<file path="config.mk">
export PLATFORM = sky130hd
export DESIGN_NAME = row_op_sched
export DESIGN_NICKNAME = d
export VERILOG_FILES = /design/src/rtl/row_op_sched_pkg.sv /design/src/rtl/row_op_sched_row_full_detect.sv /design/src/rtl/row_op_sched.sv
export SDC_FILE = /design/constraint.sdc
export NUM_CORES = 1
export LEC_CHECK = 0
export CORE_ASPECT_RATIO = 0.5
export CORE_MARGIN = 5
export CORE_UTILIZATION = 56
export DETAILED_ROUTE_END_ITERATION = 6
export MAX_ROUTING_LAYER = met4
export PLACE_DENSITY_LB_ADDON = 0.05
export SYNTH_ARGS = -nofsm -noshare
export SYNTH_HDL_FRONTEND = slang
export SYNTH_HIERARCHICAL = 1
export SYNTH_SLANG_ARGS = --single-unit
</file>
<file path="constraint.sdc">
create_clock -name clk -period 7.3 [get_ports clk]
set_input_delay 1.46 -clock clk [delete_from_list [all_inputs] [get_ports clk]]
set_output_delay 1.46 -clock clk [all_outputs]
set_load 0.03 [all_outputs]
</file>
<file path="src/rtl/row_op_sched_pkg.sv">
// Shared types and helpers for the post-placement row sequencer.
package row_op_sched_pkg;

    localparam int BOARD_ROWS = 20;
    localparam int BOARD_COLS = 10;
    localparam int BOARD_BITS = BOARD_ROWS * BOARD_COLS;

    typedef enum logic [2:0] {
        IDLE    = 3'd0,
        SCAN    = 3'd1,
        FLASH   = 3'd2,
        COMPACT = 3'd3,
        ATTACK  = 3'd4,
        GARB    = 3'd5,
        FIN     = 3'd6
    } state_t;

    // Outgoing attack before cancellation; anything above four clears counts as four.
    function automatic logic [2:0] attack_raw(input logic [2:0] cleared);
        case (cleared)
            3'd0, 3'd1: return 3'd0;
            3'd2:       return 3'd1;
            3'd3:       return 3'd2;
            default:    return 3'd4;
        endcase
    endfunction

    function automatic logic [BOARD_COLS-1:0] board_row(input logic [BOARD_BITS-1:0] board,
                                                        input logic [4:0] r);
        return board[int'(r)*BOARD_COLS +: BOARD_COLS];
    endfunction

endpackage

</file>
<file path="src/rtl/row_op_sched_row_full_detect.sv">
// Combinational full-row detector: per-row AND plus a saturating popcount.
module row_full_detect
    import row_op_sched_pkg::*;
(
    input  logic [BOARD_BITS-1:0] board,
    output logic [BOARD_ROWS-1:0] mask,
    output logic [2:0]            count
);

    logic [4:0] total;

    always_comb begin
        mask  = '0;
        total = '0;
        for (int r = 0; r < BOARD_ROWS; r++) begin
            mask[r] = &board[r*BOARD_COLS +: BOARD_COLS];
            total   = total + {4'b0, mask[r]};
        end
        count = (total > 5'd7) ? 3'd7 : total[2:0];
    end

endmodule

</file>
<file path="src/rtl/row_op_sched.sv">
// Board sequencer: detect/flash/compact cleared rows, or insert pending garbage,
// and settle the garbage/attack exchange after each placement.
//
// state   | meaning
// IDLE    | waiting for start; snapshot taken on start
// SCAN    | latch full-row mask and clear count
// FLASH   | drive elimination_enable for FLASH_CYCLES cycles
// COMPACT | 20 writes, dst 19..0, skipping full source rows
// ATTACK  | cancel pending garbage, emit attack, size garbage insert
// GARB    | 20 writes, dst 0..19, board shifted up by g rows
// FIN     | last busy cycle; done pulses on the way to IDLE
module row_op_sched
    import row_op_sched_pkg::*;
#(
    parameter int FLASH_CYCLES = 25_000_000,
    parameter int MAX_PENDING  = 20,
    parameter int MAX_INSERT   = 8
) (
    input  logic                  clk,
    input  logic                  rst,
    input  logic                  start,
    input  logic [BOARD_BITS-1:0] occupied_bind,
    input  logic                  garb_in_valid,
    input  logic [4:0]            garb_in_lines,
    input  logic [3:0]            garb_hole,
    output logic                  row_we,
    output logic [4:0]            row_addr,
    output logic [9:0]            row_wdata,
    output logic [BOARD_ROWS-1:0] elimination_enable,
    output logic [2:0]            lines_cleared,
    output logic [4:0]            garb_pending,
    output logic                  attack_valid,
    output logic [2:0]            attack_lines,
    output logic                  busy,
    output logic                  done,
    output logic                  topout
);

    state_t                  state_q, state_d;
    logic [BOARD_BITS-1:0]   snap_q;
    logic [BOARD_ROWS-1:0]   mask_q, scan_mask;
    logic [2:0]              lines_q, scan_count;
    logic [24:0]             flash_cnt_q;
    logic [4:0]              row_cnt_q, src_q, src_sel;
    logic                    src_live_q, src_found;
    logic [3:0]              g_q, hole_q;
    logic [4:0]              pend_q, pend_after, pend_base, pend_next, insert5, cancel5;
    logic [5:0]              sum6;
    logic [2:0]              raw, atk;
    logic                    go_garb;

    row_full_detect u_detect (
        .board (snap_q),
        .mask  (scan_mask),
        .count (scan_count)
    );

    // Highest non-full row at or below the source pointer.
    always_comb begin
        src_found = 1'b0;
        src_sel   = '0;
        for (int r = 0; r < BOARD_ROWS; r++) begin
            if (src_live_q && (5'(r) <= src_q) && !mask_q[r]) begin
                src_found = 1'b1;
                src_sel   = 5'(r);
            end
        end
    end

    // Pending update: cancellation, then garbage removal, then add, then saturate.
    always_comb begin
        raw        = attack_raw(lines_q);
        cancel5    = ({2'b0, raw} < pend_q) ? {2'b0, raw} : pend_q;
        pend_after = pend_q - cancel5;
        atk        = raw - cancel5[2:0];
        insert5    = (pend_after < 5'(MAX_INSERT)) ? pend_after : 5'(MAX_INSERT);
        go_garb    = (lines_q == 3'd0) && (pend_after != 5'd0);
        pend_base  = pend_q;
        if (state_q == ATTACK)
            pend_base = go_garb ? (pend_after - insert5) : pend_after;
        sum6       = {1'b0, pend_base} + (garb_in_valid ? {1'b0, garb_in_lines} : 6'd0);
        pend_next  = (sum6 > 6'(MAX_PENDING)) ? 5'(MAX_PENDING) : sum6[4:0];
    end

    always_ff @(posedge clk or negedge rst) begin
        if (!rst)
            state_q <= IDLE;
        else
            state_q <= state_d;
    end

    always_comb begin
        state_d = state_q;
        case (state_q)
            IDLE:    if (start) state_d = SCAN;
            SCAN:    state_d = (scan_mask != '0) ? FLASH : ATTACK;
            FLASH:   if (flash_cnt_q == 25'd0) state_d = COMPACT;
            COMPACT: if (row_cnt_q == 5'd0) state_d = ATTACK;
            ATTACK:  state_d = go_garb ? GARB : FIN;
            GARB:    if (row_cnt_q == 5'd19) state_d = FIN;
            FIN:     state_d = IDLE;
            default: state_d = IDLE;
        endcase
    end

    always_ff @(posedge clk or negedge rst) begin
        if (!rst) begin
            snap_q      <= '0;
            mask_q      <= '0;
            lines_q     <= '0;
            flash_cnt_q <= '0;
            row_cnt_q   <= '0;
            src_q       <= '0;
            src_live_q  <= 1'b0;
            g_q         <= '0;
            hole_q      <= '0;
            pend_q      <= '0;
            topout      <= 1'b0;
            done        <= 1'b0;
        end else begin
            done   <= (state_q == FIN);
            pend_q <= pend_next;
            case (state_q)
                IDLE: if (start) snap_q <= occupied_bind;
                SCAN: begin
                    mask_q      <= scan_mask;
                    lines_q     <= scan_count;
                    flash_cnt_q <= 25'(FLASH_CYCLES - 1);
                    row_cnt_q   <= 5'd19;
                    src_q       <= 5'd19;
                    src_live_q  <= 1'b1;
                end
                FLASH: if (flash_cnt_q != 25'd0) flash_cnt_q <= flash_cnt_q - 25'd1;
                COMPACT: begin
                    row_cnt_q <= row_cnt_q - 5'd1;
                    if (src_found && src_sel != 5'd0)
                        src_q <= src_sel - 5'd1;
                    else
                        src_live_q <= 1'b0;
                end
                ATTACK: begin
                    g_q       <= insert5[3:0];
                    hole_q    <= (garb_hole > 4'd9) ? 4'd9 : garb_hole;
                    row_cnt_q <= 5'd0;
                end
                GARB: begin
                    if (row_cnt_q < {1'b0, g_q} && board_row(snap_q, row_cnt_q) != '0)
                        topout <= 1'b1;
                    row_cnt_q <= row_cnt_q + 5'd1;
                end
                default: ;
            endcase
        end
    end

    always_comb begin
        row_we             = 1'b0;
        row_addr           = '0;
        row_wdata          = '0;
        elimination_enable = '0;
        attack_valid       = 1'b0;
        attack_lines       = '0;
        busy               = (state_q != IDLE);
        case (state_q)
            FLASH: elimination_enable = mask_q;
            COMPACT: begin
                row_we    = 1'b1;
                row_addr  = row_cnt_q;
                row_wdata = src_found ? board_row(snap_q, src_sel) : '0;
            end
            ATTACK: begin
                if (atk != 3'd0) begin
                    attack_valid = 1'b1;
                    attack_lines = atk;
                end
            end
            GARB: begin
                row_we   = 1'b1;
                row_addr = row_cnt_q;
                if (({1'b0, row_cnt_q} + {2'b0, g_q}) < 6'd20)
                    row_wdata = board_row(snap_q, row_cnt_q + {1'b0, g_q});
                else
                    row_wdata = ~(10'd1 << hole_q);
            end
            default: ;
        endcase
    end

    assign lines_cleared = lines_q;
    assign garb_pending  = pend_q;

endmodule

</file>
## After elaboration in Yosys (flattened, before gate mapping)

Index checks and enable logic that the tools add are counted.

- Magnitude comparators: 27
- Add/subtract/negate cells: 29
- Eq/ne operators: 17
- Bitwise gates (word level): 1
- Shifts and indexed selects: 4
- Muxes and demuxes: 72
- Reductions and logical operators: 105
- Multipliers: 3

Operators with widths:

| operator | number |
|---|---|
| 200-bit by 10-bit indexed part select with 10-bit output | 3 |
| 10-bit AND reduction | 20 |
| 5-bit two-way mux | 25 |
| 5-bit by 1-bit adder with 5-bit output | 18 |
| 25-bit one-hot mux with 2 select lines | 1 |
| 1-bit logical AND | 43 |
| 4-bit by 5-bit less-or-equal comparator with 1-bit output, first input constant | 8 |
| 25-bit logical NOT | 1 |
| 1-bit two-way mux | 25 |
| 25-bit two-way mux | 1 |
| 25-bit nonzero test | 1 |
| 25-bit by 1-bit subtractor with 25-bit output, second input constant | 1 |
| 5-bit by 3-bit multiplier with 8-bit output, second input constant | 3 |
| 3-bit two-way mux | 8 |
| 3-bit by 5-bit less-or-equal comparator with 1-bit output, first input constant | 4 |
| 5-bit less-or-equal comparator, first input constant | 4 |
| 1-bit logical NOT | 20 |
| 10-bit two-way mux | 2 |
| 20-bit two-way mux | 1 |
| 10-bit one-hot mux with 2 select lines | 1 |
| 5-bit one-hot mux with 4 select lines | 1 |
| 20-bit nonzero test | 1 |
| 3-bit one-hot mux with 6 select lines | 1 |
| 2-bit inequality test, second input constant | 7 |
| 38 further kinds | 58 |

- Input port bits: 213
- Output and inout bits: 51
- Bits in registers: 277

## Depth between registers and ports, before layout

Gate-level depths: netlist (run 1).

- Word-level depth: 26
- Mapped depth: 27
- Depth with buffers taken out: 27

## Cells and area by module

The synthesis (run 1) kept the hierarchy.

By module, submodules not included:

| module | cells each | instances | area each (um^2) | sequential area each (um^2) |
|---|---|---|---|---|
| row_op_sched | 1559 | 1 | 16884.9 | 6931.6 |
| row_full_detect | 165 | 1 | 1097.3 | 0.0 |

## Worst setup path before layout (run 1)

Ideal clock, no wire load.

- Path kind: flip-flop to flip-flop
- Start: register lines_q[2] (netlist: lines_cleared[2])
- End: register pend_q[0] (netlist: garb_pending[0])
- Slack: 1872 ps
- Period minus slack after synthesis: 5428 ps
- Arrival time: 5309 ps
- Stages on the path, launching flop included: 26
- Buffers on the path: 1
- Cell sequence: dfrtp_1 -> buf_2 -> nor2_1 -> ha_1 -> a21boi_1 -> o21a_1 -> o21ai_1 -> mux2i_1 -> ha_1 -> inv_1 -> ha_1 -> o41ai_1 -> and4bb_1 -> o21ai_2 -> nand2_1 -> ha_1 -> a221o_1 -> a21boi_1 -> inv_1 -> fa_1 -> inv_1 -> a21o_1 -> a21oi_1 -> xor2_1 -> o21a_1 -> and2_1

- Longest elaborated chain between the ends: 14
- Elaborated cells on any way between the ends: 19
- Classes of those cells: add/sub: 3; order compare: 3; eq/ne: 3; mux: 6; reduce/logical: 4

Ends and longest elaborated chain:

| element | RTL line | text |
|---|---|---|
| start: declaration | row_op_sched.sv:42 | `logic [2:0] lines_q, scan_count;` |
| start signal: assignment | row_op_sched.sv:127 | `lines_q <= scan_count;` |
| 3-bit by 1-bit == test with 1-bit output / 3-bit logical NOT (equally long branches) | row_op_sched_pkg.sv:20, row_op_sched.sv:77 |  |
| 2-bit OR reduction | row_op_sched_pkg.sv:20 | `case (cleared)` |
| 3-bit one-hot mux with 3 select lines | row_op_sched_pkg.sv:20 |  |
| 3-bit by 5-bit < comparator with 1-bit output | row_op_sched.sv:73 | `cancel5 = ({2'b0, raw} < pend_q) ? {2'b0, raw} : pend_q;` |
| 5-bit two-way mux | row_op_sched.sv:73 |  |
| 5-bit subtractor | row_op_sched.sv:74 | `pend_after = pend_q - cancel5;` |
| 5-bit by 4-bit < comparator with 1-bit output | row_op_sched.sv:76 | `insert5 = (pend_after < 5'(MAX_INSERT)) ? pend_after : 5'(MAX_INSERT);` |
| 5-bit two-way mux | row_op_sched.sv:76 |  |
| 5-bit subtractor | row_op_sched.sv:80 | `pend_base = go_garb ? (pend_after - insert5) : pend_after;` |
| 5-bit two-way mux (*) | row_op_sched.sv:80 |  |
| 5-bit two-way mux (*) | row_op_sched.sv:79 | `if (state_q == ATTACK)` |
| 5-bit by 5-bit adder with 6-bit output (*) | row_op_sched.sv:81 | `sum6 = {1'b0, pend_base} + (garb_in_valid ? {1'b0, garb_in_lines} : 6'd0);` |
| 6-bit by 5-bit > comparator with 1-bit output | row_op_sched.sv:82 | `pend_next = (sum6 > 6'(MAX_PENDING)) ? 5'(MAX_PENDING) : sum6[4:0];` |
| 5-bit two-way mux (*) | row_op_sched.sv:82 |  |
| via pend_next[0] | row_op_sched.sv:47 | `logic [4:0] pend_q, pend_after, pend_base, pend_next, insert5, cancel5;` |
| end signal: assignment | row_op_sched.sv:122 | `pend_q <= pend_next;` |
| end: declaration | row_op_sched.sv:47 |  |

Mark *: on every way through the listed nets, which the timed path passes. The rest lies on a longest branch.
A chain may end at the register's enable or synchronous reset.

## Final worst setup path (run 1)

- Start: register row_cnt_q[0]
- End: output port row_wdata[4]

- Longest elaborated chain between the ends: 5
- Elaborated cells on any way between the ends: 7
- Classes of those cells: add/sub: 2; mul: 1; order compare: 1; shift: 1; mux: 2

Ends and longest elaborated chain:

| element | RTL line | text |
|---|---|---|
| start: declaration | row_op_sched.sv:44 | `logic [4:0] row_cnt_q, src_q, src_sel;` |
| start signal: assignment | row_op_sched.sv:135 | `row_cnt_q <= row_cnt_q - 5'd1;` |
| start signal: assignment | row_op_sched.sv:149 | `row_cnt_q <= row_cnt_q + 5'd1;` |
| 5-bit by 4-bit adder with 5-bit output | row_op_sched.sv:181 | `row_wdata = board_row(snap_q, row_cnt_q + {1'b0, g_q});` |
| 5-bit by 3-bit multiplier with 8-bit output | row_op_sched_pkg.sv:30 | `return board[int'(r)*BOARD_COLS +: BOARD_COLS];` |
| 200-bit by 10-bit indexed part select with 10-bit output | row_op_sched_pkg.sv:30 |  |
| 10-bit two-way mux (*) | row_op_sched.sv:180 | `if (({1'b0, row_cnt_q} + {2'b0, g_q}) < 6'd20)` |
| 10-bit one-hot mux with 2 select lines (*) | row_op_sched.sv:164 | `case (state_q)` |
| end: declaration | row_op_sched.sv:28 | `output logic [9:0] row_wdata,` |

Every way passes the cells marked *; elsewhere a longest branch is shown, timed or not.

==> flow_metrics.env, run 1 <==
export IMPL_final_cell_mix="dfrtp_1, clkdlybuf4s50_1, nand2_1, mux2_2, mux2i_1"
export IMPL_cts_buffers=25
export IMPL_outcome="finished clean"
export IMPL_ios=264
export IMPL_antenna_found_initial=3
export IMPL_finalSetupTns_ns=0
export IMPL_reg2reg_slack_ns=1.10
export IMPL_die_x_um=263
export IMPL_cts_resized=0
export IMPL_use_met2_pct=54.6
export IMPL_p_per_area_mw_per_mm2=511
export IMPL_final_common_cell="dfrtp_1"
export IMPL_cp_arrival_ns=5.34
export IMPL_routedWlPerCell_um=26.7
export IMPL_grt_max_degree=201
export IMPL_fin_skew_ns=0.00812
export IMPL_grt_ovfl_total=0
export IMPL_wl_um=63900
export IMPL_drtIter0Drc=1929
export IMPL_grt_total_usage_pct=35.5
export IMPL_timing_final_crit_share_pct=93.1
export IMPL_drtAntennaViolNets=0
export IMPL_synth_edf_count=0
export IMPL_worstReg2RegEnd="garb_pending[0]$_DFF_PN0_"
export IMPL_vias=15977
export IMPL_required_ns=5.84
export IMPL_drcViolationCount=0
export IMPL_hold_buffers=0
export IMPL_clk_insertion_delay_late_ns=0.54
export IMPL_syn_avg_cell_area_um2=10.4
export IMPL_cp_start_kind="flip-flop"
export IMPL_worstMarginPinSlew_ns=1.42
export IMPL_min_to="mask_q[0]$_DFFE_PN0P_"
export IMPL_reg2reg_depth=24
export IMPL_cts_setup_buffers=0
export IMPL_dr_pass1_iters=7
export IMPL_fmax_ghz=0.147
export IMPL_min_path_cells=2
export IMPL_synth_cell_types=95
export IMPL_nets=2214
export IMPL_die_area_mm2=0.0360
export IMPL_ys_seq_area_share_pct=38.5
export IMPL_clockBufferDepth=3
export IMPL_irDropWorstVdd_uv=404
export IMPL_hold_violations=0
export IMPL_grt_pass1_vias=16311
export IMPL_worstSetupEndpointType="output pin"
export IMPL_detail_route_vias_per_cell=6.66
export IMPL_gr_max_usage_layer="met2"
export IMPL_coreArea_mm2=0.0317
export IMPL_grt_pass1_wl_um=97000
export IMPL_hp_start="mask_q[0]$_DFFE_PN0P_"
export IMPL_initial_core_util_pct=56.8
export IMPL_worstReg2RegStart="lines_cleared[2]$_DFFE_PN0P_"
export IMPL_syn_num_nets=1988
export IMPL_drv_slew=0
export IMPL_use_met3_pct=12.4
export IMPL_cts_sinks=277
export IMPL_port_buffers=263
export IMPL_clockRootBuffer="clkbuf_16"
export IMPL_path_clk_slew_ns=0.07
export IMPL_cts_tree="done"
export IMPL_relSlewSlack_pct=4.29
export IMPL_yosysWarnings=6
export IMPL_hpwl_um=48900
export IMPL_hold_class="flip-flop to flip-flop"
export IMPL_core_rowCount=46
export IMPL_place_congestion=1.02
export IMPL_final_min_clock_period_ns=6.80
export IMPL_critPathMaxFanout=50
export IMPL_finalSetupViolCount=0
export IMPL_area_delta_synth_final_pct=21.4
export IMPL_rsz0062_at_grt="false"
export IMPL_cap_violations=0
export IMPL_synth_cells=1724
export IMPL_p_leak_uw=0.00905
export IMPL_htreeDepth=1
export IMPL_async_flop_share_pct=100
export IMPL_synth_seq_cells=277
export IMPL_drive_above_1_share_pct=20.2
export IMPL_die_y_um=137
export IMPL_holdWs_ns=0.522
export IMPL_worst_setup_path_type="flip-flop to output pin"
export IMPL_syn_area_mm2=0.0180
export IMPL_ys_flop_type="dfrtp_1"
export IMPL_grt_use_met1_pct=46.3
worst max path at each step:
stage | from | end | slack, ns | depth (start not counted)
after CTS | row_cnt_q[0]$_DFFE_PN0P_ | row_wdata[9] | 0.70 | 11
after detailed placement | lines_cleared[2]$_DFFE_PN0P_ | garb_pending[0]$_DFF_PN0_ | 1.25 | 24
after global routing | row_cnt_q[0]$_DFFE_PN0P_ | row_wdata[5] | 0.44 | 11
final | row_cnt_q[0]$_DFFE_PN0P_ | row_wdata[4] | 0.50 | 11
after global placement | row_cnt_q[0]$_DFFE_PN0P_ | row_wdata[5] | 1.26 | 11
after floorplan | lines_cleared[2]$_DFFE_PN0P_ | garb_pending[0]$_DFF_PN0_ | 1.87 | 25
state kept, by name, indices dropped and copies added, names as in the netlist, 3 cells and up:
signal / cells
garb_pending: 5
state_q: 3
flash_cnt_q: 25
lines_cleared: 3
src_q: 5
g_q: 4
snap_q: 200
row_cnt_q: 5
mask_q: 20
hole_q: 4
synth_stat cells (26+ instances only):
library cell / instances / area share, %
nand2_1: 226 / 4.7
nor4_1: 34 / 1.2
nor2_1: 72 / 1.5
nand3_1: 46 / 1.3
nand4_1: 29 / 1.0
ha_1: 35 / 2.4
mux2i_1: 72 / 4.0
a21oi_1: 57 / 1.6
o21ai_1: 26 / 0.72
inv_1: 48 / 1.0
dfrtp_1: 277 / 39
mux4_2: 60 / 7.5
mux2_2: 208 / 13
and3_1: 26 / 0.90
o21ai_0: 37 / 1.0
clkbuf_1: 62 / 1.3
nor3_1: 42 / 1.2
cell families after synthesis:
| logic type | synth area share [%] |
|---|---|
| simple gates | 17.1 |
| mux | 24.8 |
| flops | 38.5 |
| compound gates | 10.3 |
| buf+inv | 3.58 |
| fa+ha+maj | 4.22 |
| xor+xnor | 1.41 |
| other cells | 0.0418 |
cell type report:
class	count	area, µm²
Antenna cell	3	7.51
Clock buffer	35	703
Clock inverter	5	75.1
Fill cell	2340	9830
Inverter	65	244
Multi-Input combinational cell	1291	10400
Sequential cell	277	6930
Tap cell	432	541
Timing Repair Buffer	290	2880
worst max-delay path: stages, from the launching register on:
cell	delay, ns
dfrtp_1	0.38
buf_4	0.23
ha_1	0.26
fa_2	0.56
buf_12	0.31
mux4_2	0.62
mux4_2	0.55
o22ai_1	0.18
a221oi_1	0.11
a21oi_1	0.53
nand3_1	0.29
clkdlybuf4s50_1	0.67
layer usage:
metal	wire, µm	share of wire (%)
met1	25600	40
met2	28900	45
met3	8000	13
met4	1420	2.2
met5	0	0
power breakdown:
part	switching [µW]	internal, µW	total (µW)
registers	1320	2170	3490
clock network	568	735	1300
logic	3380	2970	6350
per-stage QoR:
step | setup WS, ns | cells | cell area [µm²] | util (%) | power, µW
3_3_place_gp | 1.26 | 2355 | 21000 | 66.5 | 9420
3_5_place_dp | 1.25 | 2355 | 21000 | 66.5 | 9550
4_1_cts | 0.702 | 2395 | 21800 | 68.9 | 10900
5_1_grt | 0.440 | 2398 | 21800 | 68.9 | 11600
2_1_floorplan | 1.87 | 1724 | 18000 | - | 7340
6_report | 0.503 | 2398 | 21800 | 68.9 | 11100
Note: power is estimated with default switching activity, not from simulation.
==> run 2, diff against run 1 <==
--- a/config.mk
+++ b/config.mk
@@ -7,7 +7,8 @@
 export LEC_CHECK = 0
 export CORE_ASPECT_RATIO = 0.5
 export CORE_MARGIN = 5
-export CORE_UTILIZATION = 56
+export CORE_UTILIZATION = 57
+export CTS_BUF_LIST = sky130_fd_sc_hd__clkbuf_8
 export DETAILED_ROUTE_END_ITERATION = 6
 export MAX_ROUTING_LAYER = met4
 export PLACE_DENSITY_LB_ADDON = 0.05
==> flow_metrics.env, run 2 (synthesized netlist as in run 1, its figures left out) <==
export IMPL_reg_top3="snap_q: 200 flops, flash_cnt_q: 25 flops, mask_q: 20 flops"
export IMPL_grt_ovfl_total=0
export IMPL_rsz0062_at_grt="false"
export IMPL_htreeDepth=2
export IMPL_irDropWorstVdd_uv=371
export IMPL_cap_violations=0
export IMPL_final_cell_mix="dfrtp_1, clkdlybuf4s50_1, nand2_1, mux2_2, mux2i_1"
export IMPL_hold_violations=0
export IMPL_vias=16032
export IMPL_hold_class="flip-flop to flip-flop"
export IMPL_dr_pass1_iters=6
export IMPL_wl_um=63500
export IMPL_regMostFlops="snap_q"
export IMPL_cts_setup_buffers=0
export IMPL_ios=264
export IMPL_finalSetupViolCount=0
export IMPL_routedWlPerCell_um=26.2
export IMPL_worstSetupEndpointType="output pin"
export IMPL_path_cells="buf_4, inv_1, ha_2, mux4_2, mux4_2, o22ai_1, a221oi_1, a21oi_1, nand3_1, clkdlybuf4s50_1"
export IMPL_detail_route_vias_per_cell=6.61
export IMPL_timing_final_crit_share_pct=94.4
export IMPL_die_y_um=136
export IMPL_worst_slack_ns=0.408
export IMPL_drive_above_1_share_pct=21.2
export IMPL_slowest_stage="ha_2"
export IMPL_cts_resized=0
export IMPL_core_rowCount=46
export IMPL_clockBufferDepth=3
export IMPL_cp_arrival_ns=5.43
export IMPL_fmax_ghz=0.145
export IMPL_finalSetupTns_ns=0
export IMPL_reg2reg_depth=24
export IMPL_grt_pass1_vias=16155
export IMPL_grt_max_degree=201
export IMPL_path_clk_slew_ns=0.07
export IMPL_nets=2230
export IMPL_clockRootBuffer="clkbuf_8"
export IMPL_cts_tree="done"
export IMPL_grt_pass1_wl_um=96500
export IMPL_largest_register_ffs=200
export IMPL_area_delta_synth_final_pct=21.8
export IMPL_min_path_cells=1
export IMPL_p_per_area_mw_per_mm2=509
export IMPL_coreArea_mm2=0.0314
export IMPL_final_min_clock_period_ns=6.89
export IMPL_cts_sinks=277
export IMPL_path_buf_inv=3
export IMPL_place_congestion=1.02
export IMPL_crit_family="buffers and inverters"
export IMPL_antenna_found_initial=1
export IMPL_relSlewSlack_pct=5.64
export IMPL_drv_slew=0
export IMPL_cts_buffers=40
export IMPL_worst_setup_path_type="flip-flop to output pin"
export IMPL_cp_start_kind="flip-flop"
export IMPL_fin_skew_ns=0.0244
export IMPL_hold_buffers=0
export IMPL_grt_total_usage_pct=36.5
export IMPL_required_ns=5.84
export IMPL_die_x_um=261
export IMPL_outcome="finished clean"
export IMPL_holdWs_ns=0.496
export IMPL_worstMarginPinSlew_ns=1.42
export IMPL_die_area_mm2=0.0354
export IMPL_critPathMaxFanout=41
export IMPL_clk_insertion_delay_late_ns=0.59
export IMPL_slowest_delay_ns=1.14
export IMPL_place_ws_ns=1.11
export IMPL_initial_core_util_pct=57.3
export IMPL_port_buffers=263
export IMPL_cpMostUsedCell="mux4_2"
export IMPL_p_leak_uw=0.00915
export IMPL_final_common_cell="dfrtp_1"
export IMPL_drtAntennaViolNets=0
export IMPL_drtIter0Drc=2193
export IMPL_stdcell_area_mm2=0.0219
export IMPL_crit_cells=10
export IMPL_place_area_mm2=0.0211
export IMPL_drcViolationCount=0
export IMPL_hpwl_um=48900
run 2: worst reg2reg max path, cell delays in order, from the launching register on:
cell and delay (ns):
dfrtp_1 0.51, nor2_1 0.53, ha_1 0.34, a21boi_1 0.15
o21a_1 0.22, o21ai_1 0.41, mux2i_1 0.33, ha_1 0.23
inv_1 0.09, ha_1 0.24, a2111oi_0 0.49, and4bb_1 0.32
o21ai_2 0.23, nand2_1 0.16, ha_1 0.31, a221o_1 0.15
a21boi_1 0.26, inv_1 0.11, fa_1 0.46, inv_1 0.07
a21o_1 0.10, a21oi_1 0.07, xor2_1 0.17, o21a_1 0.23
and2_1 0.16
run 2: power by group:
group          total, µW  switching [µW]  internal (µW)
logic               6390            3410           2980
clock network       1330             616            718
registers           3430            1260           2180
run 2: stage by stage:
step | instances | util (%) | total power (µW)
after detailed placement | 2356 | 67.1 | 9570
after floorplan | 1724 | - | 7340
final | 2425 | 69.8 | 11200
after global placement | 2356 | 67.1 | 9440
after global routing | 2425 | 69.8 | 11600
after CTS | 2424 | 69.8 | 10900
run 2: final cells by class:
cell class | instances | area, µm²
repair buffers | 291 | 2900
multi-input cells | 1291 | 10400
flip-flops and latches | 277 | 6930
clock inverters | 15 | 118
inverters | 65 | 244
well taps | 432 | 541
diodes | 1 | 2.50
clock buffers | 53 | 729
fillers | 2244 | 9460
run 2: worst paths after layout:
check / end / from / slack, ns
worst max-delay path: row_wdata[4] / row_cnt_q[0]$_DFFE_PN0P_ / 0.41
worst min-delay path: flash_cnt_q[0]$_DFFE_PN0P_ / flash_cnt_q[0]$_DFFE_PN0P_ / 0.50
worst max register to register: garb_pending[0]$_DFF_PN0_ / lines_cleared[2]$_DFFE_PN0P_ / 0.87
worst min register to register: flash_cnt_q[0]$_DFFE_PN0P_ / flash_cnt_q[0]$_DFFE_PN0P_ / 0.50
max in group asynchronous: snap_q[127]$_DFFE_PN0P_ / rst / 5.04
min in group asynchronous: flash_cnt_q[21]$_DFFE_PN0P_ / rst / 0.91
run 2: per-layer routing:
layer	up-vias	wire (µm)	track usage [%]
li1	6916	-	-
met2	959	28300	54.2
met1	7999	25700	48.4
met5	-	0	-
met4	0	1690	8.43
met3	158	7890	13.5
==> run 3, diff against run 2 <==
--- a/config.mk
+++ b/config.mk
@@ -5,13 +5,14 @@
 export SDC_FILE = /design/constraint.sdc
 export NUM_CORES = 1
 export LEC_CHECK = 0
-export CORE_ASPECT_RATIO = 0.5
+export CORE_ASPECT_RATIO = 1.1
 export CORE_MARGIN = 5
 export CORE_UTILIZATION = 57
 export CTS_BUF_LIST = sky130_fd_sc_hd__clkbuf_8
 export DETAILED_ROUTE_END_ITERATION = 6
 export MAX_ROUTING_LAYER = met4
 export PLACE_DENSITY_LB_ADDON = 0.05
+export SKIP_LAST_GASP = 1
 export SYNTH_ARGS = -nofsm -noshare
 export SYNTH_HDL_FRONTEND = slang
 export SYNTH_HIERARCHICAL = 1
==> constraint.sdc (replaced) <==
create_clock -name clk -period 6.74 [get_ports clk]
set_input_delay 1.348 -clock clk [delete_from_list [all_inputs] [get_ports clk]]
set_output_delay 1.348 -clock clk [all_outputs]
set_load 0.03 [all_outputs]
==> flow_metrics.env, run 3 (synthesized netlist as in run 1, its figures left out) <==
export IMPL_clkPwrFrac_pct=12.9
export IMPL_finalSetupTns_ns=0
export IMPL_final_min_clock_period_ns=6.46
export IMPL_power_switching_uw=5560
export IMPL_nets=2238
export IMPL_cts_resized=0
export IMPL_die_x_um=179
export IMPL_clk_insertion_delay_late_ns=0.60
export IMPL_port_buffers=263
export IMPL_grt_max_degree=134
export IMPL_grt_pass1_wl_um=94800
export IMPL_drv_slew=0
export IMPL_clockRootBuffer="clkbuf_8"
export IMPL_worstSetupEndpointType="output pin"
export IMPL_detail_route_vias_per_cell=6.60
export IMPL_dr_pass1_iters=5
export IMPL_rsz0062_at_grt="false"
export IMPL_cts_sinks=277
export IMPL_grt_total_usage_pct=36.0
export IMPL_cts_setup_buffers=0
export IMPL_area_delta_synth_final_pct=22.5
export IMPL_comb_power_share_pct=56.4
export IMPL_regMostFlops="snap_q"
export IMPL_drive_above_1_share_pct=21.7
export IMPL_fmax_ghz=0.155
export IMPL_worstMarginPinSlew_ns=1.30
export IMPL_drcViolationCount=0
export IMPL_required_ns=5.39
export IMPL_outcome="finished clean"
export IMPL_grt_pass1_vias=16444
export IMPL_htreeDepth=2
export IMPL_fin_skew_ns=0.0378
export IMPL_power_frac_seq_pct=30.7
export IMPL_final_common_cell="dfrtp_1"
export IMPL_cp_start_kind="flip-flop"
export IMPL_cts_buffers=46
export IMPL_place_congestion=1.03
export IMPL_ios=264
export IMPL_finalSetupViolCount=0
export IMPL_p_int_uw=6410
export IMPL_clockBufferDepth=3
export IMPL_cts_tree="done"
export IMPL_p_leak_uw=0.00923
export IMPL_core_rowCount=68
export IMPL_final_cell_mix="dfrtp_1, clkdlybuf4s50_1, nand2_1, mux2_2, mux2i_1"
export IMPL_largest_register_ffs=200
export IMPL_vias=16061
export IMPL_coreArea_mm2=0.0313
export IMPL_initial_core_util_pct=57.4
export IMPL_grt_ovfl_total=0
export IMPL_hold_violations=0
export IMPL_irDropWorstVdd_uv=348
export IMPL_cp_arrival_ns=5.11
export IMPL_hold_buffers=0
export IMPL_cap_violations=0
export IMPL_hold_class="flip-flop to flip-flop"
export IMPL_timing_final_crit_share_pct=95.8
export IMPL_wl_um=61900
export IMPL_swShare_pct=46.5
export IMPL_path_clk_slew_ns=0.06
export IMPL_worst_setup_path_type="flip-flop to output pin"
export IMPL_die_y_um=196
export IMPL_drtAntennaViolNets=0
export IMPL_drtIter0Drc=1684
export IMPL_antenna_found_initial=1
export IMPL_routedWlPerCell_um=25.5
export IMPL_reg_top3="snap_q: 200 flops, flash_cnt_q: 25 flops, mask_q: 20 flops"
export IMPL_hpwl_um=47600
export IMPL_critPathMaxFanout=38
export IMPL_die_area_mm2=0.0352
export IMPL_relSlewSlack_pct=12.5
export IMPL_p_per_area_mw_per_mm2=544
export IMPL_holdWs_ns=0.493
-- run 3: routing by layer --
metal	vias up	routed length (µm)	GRT usage (%)	share of wire, %
met2	917	30700	59.4	50
met4	0	3370	16.3	5.4
met1	7951	22500	42.4	36
li1	6934	-	-	-
met5	-	0	-	0
met3	259	5370	7.52	8.7
-- run 3: path summary, 6_finish.rpt --
kind                                         endpoint                         start  slack [ns]  cells after the start
min                        flash_cnt_q[0]$_DFFE_PN0P_    flash_cnt_q[0]$_DFFE_PN0P_        0.49                      1
min reg2reg                flash_cnt_q[0]$_DFFE_PN0P_    flash_cnt_q[0]$_DFFE_PN0P_        0.49                      1
max reg2reg                 garb_pending[0]$_DFF_PN0_  lines_cleared[2]$_DFFE_PN0P_        0.94                     24
min in group asynchronous     snap_q[173]$_DFFE_PN0P_                           rst        0.73                      1
max                                      row_wdata[7]      row_cnt_q[0]$_DFFE_PN0P_        0.28                     11
max in group asynchronous      snap_q[10]$_DFFE_PN0P_                           rst        4.69                      2
-- run 3: metrics by stage --
stage,std cells,total power (µW),util (%),cell area [µm²],setup WS [ns]
CTS,2430,11800,70.3,22000,0.317
finish,2432,12000,70.3,22000,0.281
detailed placement,2346,10200,67.2,21000,0.987
floorplan,1724,7950,-,18000,1.31
global placement,2346,10100,67.2,21000,0.996
global route,2431,12500,70.3,22000,0.0753
-- run 3: worst max-delay path, stage by stage, from the launching register on --
cell             delay, ns
dfrtp_1               0.35
buf_4                 0.30
inv_1                 0.28
ha_2                  1.10
buf_12                0.25
mux4_2                0.35
mux4_2                0.47
a22oi_1               0.15
o22ai_1               0.11
a32oi_1               0.29
o21ai_1               0.18
clkdlybuf4s50_1       0.65
-- run 3: final cells by class --
cell class / count / area, µm²
diodes: 2 / 5.00
multi-input cells: 1291 / 10400
well taps: 420 / 526
clock buffers: 64 / 881
flip-flops and latches: 277 / 6930
repair buffers: 293 / 2900
clock inverters: 20 / 91.3
inverters: 65 / 244
fillers: 2362 / 9290
-- run 3: power by group through the flow --
stage | clock network (µW) | registers [µW] | logic (µW)
6_report | 1540 | 3680 | 6750
5_1_grt | 1640 | 3720 | 7170
4_1_cts | 1570 | 3600 | 6630
3_5_place_dp | 0 | 3620 | 6580
3_3_place_gp | 0 | 3610 | 6490
2_1_floorplan | 0 | 3000 | 4960
